--- src/rtl/rx_deformatter.sv ---
// Link receiver: locks to the trailer (comma, CRC, link ID, comma run) and
// reassembles six-word payload frames tagged with their BX number.
module rx_deformatter #(
  parameter int COMMA_RUN_LEN = 27,
  parameter int BX_TRAILER    = 3555,
  parameter int BX_FIRST      = 3560,
  parameter int BX_MAX        = 3563
) (
  input  logic             clk_250,
  input  logic             rst_n,
  input  logic [31:0]      rxdata,
  input  logic [3:0]       rxcharisk,
  output logic [2:0][63:0] frame_data,
  output logic             frame_valid,
  output logic [11:0]      frame_bxn,
  output logic [19:0]      link_id,
  output logic             link_id_valid,
  output logic [31:0]      crc_rx,
  output logic             crc_valid,
  output logic             aligned,
  output logic             err,
  output logic [15:0]      err_cnt
);

  localparam logic [31:0] COMMA_WORD = 32'h505050BC;
  localparam logic [31:0] PAD_WORD   = 32'hF7F7F7F7;

  typedef enum logic [2:0] {
    HUNT, TRL_CRC, TRL_LID, TRL_END, COMMA_RUN, PAYLOAD
  } state_t;

  state_t      state, state_next;
  logic [5:0]  comma_cnt;
  logic [2:0]  word_idx;
  logic [11:0] bx_next;
  logic [31:0] words [5];

  logic is_comma, is_pad, is_data, lid_ok;
  logic err_evt, crc_load, lid_load, lock, cnt_inc, first_word, pay_store, frame_done;

  assign is_comma   = (rxdata == COMMA_WORD) && (rxcharisk == 4'b0001);
  assign is_pad     = (rxdata == PAD_WORD) && (rxcharisk == 4'hF);
  assign is_data    = (rxcharisk == 4'h0);
  assign lid_ok     = is_data && (rxdata[31:26] == 6'd0) && (rxdata[15:10] == 6'd0);
  assign frame_done = pay_store && (word_idx == 3'd5);

  always_comb begin
    state_next = state;
    err_evt    = 1'b0;
    crc_load   = 1'b0;
    lid_load   = 1'b0;
    lock       = 1'b0;
    cnt_inc    = 1'b0;
    first_word = 1'b0;
    pay_store  = 1'b0;
    // Pads are invisible: no state, counter or error effect anywhere.
    if (!is_pad) begin
      case (state)
        HUNT: begin
          if (is_comma) state_next = TRL_CRC;
        end
        TRL_CRC: begin
          if (is_data) begin
            crc_load   = 1'b1;
            state_next = TRL_LID;
          end else if (!is_comma) begin
            err_evt = 1'b1;
          end
        end
        TRL_LID: begin
          if (lid_ok) begin
            lid_load   = 1'b1;
            state_next = TRL_END;
          end else begin
            err_evt = 1'b1;
          end
        end
        TRL_END: begin
          if (is_comma) begin
            lock       = 1'b1;
            state_next = COMMA_RUN;
          end else begin
            err_evt = 1'b1;
          end
        end
        COMMA_RUN: begin
          if (is_comma) begin
            cnt_inc = 1'b1;
          end else if (is_data && (comma_cnt == 6'(COMMA_RUN_LEN))) begin
            first_word = 1'b1;
            state_next = PAYLOAD;
          end else begin
            err_evt = 1'b1;
          end
        end
        PAYLOAD: begin
          if (is_data) begin
            pay_store = 1'b1;
          end else if (is_comma && (word_idx == 3'd0) && (bx_next == 12'(BX_TRAILER))) begin
            state_next = TRL_CRC;
          end else begin
            err_evt = 1'b1;
          end
        end
        default: state_next = HUNT;
      endcase
    end
    if (err_evt) state_next = HUNT;
  end

  always_ff @(posedge clk_250 or negedge rst_n) begin
    if (!rst_n) begin
      state         <= HUNT;
      aligned       <= 1'b0;
      link_id_valid <= 1'b0;
      frame_valid   <= 1'b0;
      crc_valid     <= 1'b0;
      err           <= 1'b0;
      err_cnt       <= '0;
      link_id       <= '0;
      crc_rx        <= '0;
      frame_data    <= '0;
      frame_bxn     <= '0;
      comma_cnt     <= '0;
      word_idx      <= '0;
      bx_next       <= '0;
      for (int i = 0; i < 5; i++) words[i] <= '0;
    end else begin
      state       <= state_next;
      frame_valid <= 1'b0;
      crc_valid   <= 1'b0;
      err         <= 1'b0;
      if (crc_load) begin
        crc_rx    <= rxdata;
        crc_valid <= 1'b1;
      end
      if (lid_load) link_id <= {rxdata[25:16], rxdata[9:0]};
      if (lock) begin
        aligned       <= 1'b1;
        link_id_valid <= 1'b1;
        comma_cnt     <= 6'd1;
      end
      if (cnt_inc && (comma_cnt != 6'd63)) comma_cnt <= comma_cnt + 6'd1;
      if (first_word) begin
        words[0] <= rxdata;
        word_idx <= 3'd1;
        bx_next  <= 12'(BX_FIRST);
      end
      if (pay_store) begin
        if (frame_done) begin
          // The published frame only changes here, so a dropped partial frame never leaks out.
          frame_data  <= {rxdata, words[4], words[3], words[2], words[1], words[0]};
          frame_valid <= 1'b1;
          frame_bxn   <= bx_next;
          bx_next     <= (bx_next == 12'(BX_MAX)) ? 12'd0 : bx_next + 12'd1;
          word_idx    <= 3'd0;
        end else begin
          for (int i = 0; i < 5; i++) begin
            if (word_idx == 3'(i)) words[i] <= rxdata;
          end
          word_idx <= word_idx + 3'd1;
        end
      end
      if (err_evt) begin
        err      <= 1'b1;
        aligned  <= 1'b0;
        word_idx <= 3'd0;
        if (err_cnt != 16'hFFFF) err_cnt <= err_cnt + 16'd1;
      end
    end
  end

endmodule
--- config.mk ---
export PLATFORM = sky130hd
export DESIGN_NAME = rx_deformatter
export DESIGN_NICKNAME = d
export VERILOG_FILES = /design/src/rtl/rx_deformatter.sv
export SDC_FILE = /design/constraint.sdc
export NUM_CORES = 1
export LEC_CHECK = 0
export ABC_AREA = 1
export ABC_CLOCK_PERIOD_IN_PS = 2600
export BUFFER_PORTS_ARGS = -buffer_cell sky130_fd_sc_hd__buf_2
export CORE_MARGIN = 3
export CORE_UTILIZATION = 25
export CTS_BUF_LIST = sky130_fd_sc_hd__clkbuf_8 sky130_fd_sc_hd__clkbuf_16
export CTS_CLUSTER_SIZE = 10
export DETAILED_ROUTE_END_ITERATION = 8
export PLACE_DENSITY = 0.53
export REMOVE_ABC_BUFFERS = 1
export SYNTH_ARGS = -nofsm -noshare
export SYNTH_HDL_FRONTEND = slang
export SYNTH_SLANG_ARGS = --single-unit
--- constraint.sdc ---
create_clock -name clk_250 -period 2.6 [get_ports clk_250]
set_clock_uncertainty 0.05 [all_clocks]
set_input_delay 0.52 -clock clk_250 [delete_from_list [all_inputs] [get_ports clk_250]]
set_output_delay 0.52 -clock clk_250 [all_outputs]
set_load 0.01 [all_outputs]
Word level (Yosys, flattened, before mapping)
Cells that the tools add are included.
Operators by class
  add/sub/neg operators: 4
  multiply operators: 0
  divide/modulo/power cells: 0
  $lt $le $gt $ge: 0
  equality and inequality tests: 28
  shifts and indexed selects: 0
  muxes and demuxes: 61
  bitwise operators: 1
  reductions and logical operators: 24
Operator list (count)
  $mux W160: 2
  $mux W32: 6
  $mux W12: 4
  $mux W3: 14
  $eq A32 B31 Y1 const B: 1
  $eq A32 B32 Y1 const B: 1
  $mux W1: 31
  $eq A12 B12 Y1 const B: 2
  $ne A3 B3 Y1 const B: 8
  $pmux W3 S6: 1
  $add A16 B1 Y16 const B: 1
  $ne A16 B16 Y1 const B: 1
  $add A12 B1 Y12 const B: 1
  $eq A3 B2 Y1 const B: 4
  $eq A3 B3 Y1 const B: 4
  $logic_not A6 Y1: 2
  $mux W6: 2
  $reduce_and A3 Y1: 4
  $logic_and A1 B1 Y1: 9
  $reduce_and A9 Y1: 1
  $add A6 B1 Y6 const B: 1
  $eq A3 B1 Y1 const B: 2
  $eq A6 B5 Y1 const B: 1
  $logic_not A3 Y1: 2
  other kinds (11): 13
Word-level totals
  flip-flop bits (word level): 461
  latch bits: 0
  bits in writable memories: 0
  memory bits (read-only): 0
  input bits: 38
  output and inout bits: 277
  logic and storage cells: 139
  memories kept: 0

Longest topological paths before layout
  depth after elaboration: 10
  mapped depth: 13

Least setup slack after synthesis
No wires, ideal clock.
  path type: register -> register
  start point: reg err_cnt[0]
  end point: reg err_cnt[6]
  arrival: 1.663 ns
  required time: 2.433 ns
  path slack: 0.770 ns
  cell stages (with the launch flop): 10
  path buffers: 1
  cell sequence: dfrtp_1 ha_1 nand3_1 nor2_1 nand4_1 inv_1 nand2_1 buf_2 nand4_1 nand2_1
Between the ends
  longest elaborated chain between the ends: 2
Ends and longest elaborated chain
  start, declared: RTL line 22  | output logic [15:0] err_cnt
  start signal, assigned: RTL line 168  | if (err_cnt != 16'hFFFF) err_cnt <= err_cnt + 16'd1;
  parallel branches: the longest is 2 deep, another holds $add A16 B1 Y16
Several ways; the timed one is not identified.
A chain may end at the register's enable or synchronous reset.

Worst setup path after layout
  start point: reg err_cnt[0]
  end point: reg err_cnt[14]
Same word-level chain as after synthesis.

==> impl_results.md <==
- Syn Area/Cell: 9.14 um^2
- Die area: 76,400 um^2
- CTS Buffer Depth: 3
- Slew headroom: 0.628
- # DRC: 0
- Pre-Repair DR Iteration Count: 5
- Final Hold Fails: 0
- Register Area: 11,500 um^2
- Share of layout cells above drive strength 1: 0.205
- Number of global-route vias before repair: 14.1k
- Vias: 14.3k
- Initial antenna violation count: 9
- Num CTS Buffers: 57
- Worst EP required: 3.04 ns
- Cts repair resizes: 0
- Worst hold slack: 0.127 ns
- Netlist cell types: 34
- Number of synthesized register bits: 461
- Maximum VDD drop: 0.000457 V
- Total Routing Usage GR: 0.146
- Post-DR wirelength/cell: 16.9 um
- Status: finished clean
- Critical Path Slowest Stage Cell: dfrtp_1
- Hold Crit Class: input port to flop
- Yosys top cell by area: dfrtp_1
- Critical Path AT: 2.51 ns
- CTS tree: yes
- Clock Latency Late Sink: 0.61 ns
- Die width: 276 um
- Final min period: 2.07 ns
- Core ar.: 72,000 um^2
- Most common cell after layout, fill and taps aside: nand2_1
- Leak pwr: 12.3 nW
- Area grow syn2layout: 26.1%
- Initial DRC count: 935
- P per Cell Area: 756 nW/um^2
- Largest net degree at the start of global routing: 74
- Final Cell Area: 23,100 um^2
- Die Y-Extent: 276 um
- Hold_buf cts: 1
- Site row count: 98
- Critical path capture point type: flop
- DP Area: 21,300 um^2
- Total Power: 17.4 mW
- Num Clock Sinks: 461
- Most frequent cells in the layout: nand2_1 (807), dfrtp_1 (461), buf_2 (313)
- Area contributors post-synth: dfrtp_1 (63%), nand2_1 (17%), o21ai_0 (8.2%), inv_1 (2.5%), nor2_1 (1.4%)
- Max stage delay on crit path: 0.45 ns
- Crit Path Class: flop to flop
- Remaining global-route overflow: 0
- Gate Count Post-Synth: 2,002
- Multi-input gate area: 5840 um^2
- Fmax: 0.482 GHz
- Hpwl dp: 38,900 um
- Post-CTS Setup Inserts: 0
- Clock transition at the registers of the reported paths: 0.06 ns
- Cell Area, Synth: 18,300 um^2
- Slew Limit Fails: 0
- Layout Nets: 2,394
- Routability cong.: 0.806
- Setup violators final: 0
- Fin crit share: 0.797
- Worst-path fanout max: 9
- Reg2Reg Setup Slack: 0.53 ns
- First-pass GRT wire length: 87,500 um
- Initial Util: 0.254
- Crit path cell chain: ha_1 -> nand3_1 -> nor2_1 -> nand4_1 -> inv_1 -> nand2_1 -> buf_4 -> nand4_1 -> nand2_1
- # fillers: 7,575
- Port Buffers: 314
- Max-Cap Viols: 0
- Final core utilization: 0.320
- Top-area cell type share of the netlist area: 0.631
- Post-DR vias/cell: 4.29
- RSZ-0062 raised after global routing: false
- Worst setup SP type: flop
- Worst slew pin tran: 0.557 ns
- YS warnings: 0
- Routed Antenna Nets: 0
- Sequential share of the synthesized area: 0.631
- Top-Level Pins: 315
- WL final: 56,300 um
- H-tree Lvls: 2
- Clk root buf: clkbuf_16
[state kept, by name, summed over array words and instances, names as in the netlist]
register       count
word_idx           3
link_id_valid      1
frame_bxn         12
state              3
aligned            1
crc_valid          1
crc_rx            32
comma_cnt          6
err                1
link_id           20
frame_valid        1
words            160
bx_next           12
frame_data       192
err_cnt           16
[kinds of logic (layout without fill, tap and decap cells)]
| family | count (synthesis) | after routing | synth area share |
|---|---|---|---|
| and+or+nand+nor | 971 | 971 | 0.212 |
| buffers and inverters | 220 | 592 | 0.0530 |
| AOI/OAI and AO/OA | 322 | 322 | 0.0894 |
| adders and majority gates | 8 | 8 | 0.00547 |
| other | 0 | 3 | 0 |
| DFF | 461 | 461 | 0.631 |
| xor gates and xnor gates | 20 | 20 | 0.00958 |
[Yosys cell counts, drive strengths merged]
| cell | number |
|---|---|
| nand3 | 43 |
| a22oi | 5 |
| o22ai | 3 |
| nand4 | 24 |
| xnor2 | 4 |
| clkbuf | 44 |
| a21oi | 11 |
| nand2 | 814 |
| o21ai | 303 |
| inv | 129 |
| clkinv | 1 |
| dfrtp | 461 |
| nor2 | 70 |
| or2 | 2 |
| nand3b | 2 |
| nor4 | 3 |
| nor3 | 13 |
| xor2 | 16 |
| buf | 46 |
| ha | 8 |
[power breakdown]
part	internal, mW	switching (mW)	total, mW
registers	7.71	0.280	7.99
clock network	4.43	3.06	7.49
logic	0.668	1.30	1.97
[routing by layer]
layer / vias to the layer above / share of wire / GRT usage
li1: 7045 / - / -
met1: 6784 / 0.47 / 0.204
met2: 343 / 0.45 / 0.230
met3: 78 / 0.061 / 0.0326
met4: 8 / 0.020 / 0.0357
met5: - / 0.00089 / 0
[final timing paths]
check	end	from	depth (start not counted)
setup / recovery	err_cnt[14]	err_cnt[0]	9
hold / removal	words[132]	rxdata[4]	3
setup reg to reg	err_cnt[14]	err_cnt[0]	9
hold reg to reg	frame_data[99]	words[35]	2
max in group asynchronous	err_cnt[2]	rst_n	3
min in group asynchronous	frame_bxn[1]	rst_n	2
[final cells by class]
class,instances,area share
multi-input combinational,1321,0.253
timing repair buffer,377,0.0979
clock buffer,68,0.0684
clock inverter,17,0.00700
tap,950,0.0515
sequential,461,0.500
antenna,3,0.000326
inverter,130,0.0215
[critical path, delay by kind of cell, from the launching register on]
| family | cells | cell delay [ns] |
|---|---|---|
| DFF | 1 | 0.45 |
| adders and majority gates | 1 | 0.25 |
| buffers and inverters | 2 | 0.34 |
| and+or+nand+nor | 6 | 0.86 |
[stage by stage]
stage	setup slack (ns)	std cells	setup TNS (ns)
2_1_floorplan	-6.14	1912	-1247.38
3_3_place_gp	0.219	3238	0
3_5_place_dp	0.209	3238	0
4_1_cts	0.522	3324	0
5_1_grt	0.257	3324	0
6_report	0.527	3327	0
Note: power is estimated with default switching activity, not from simulation.
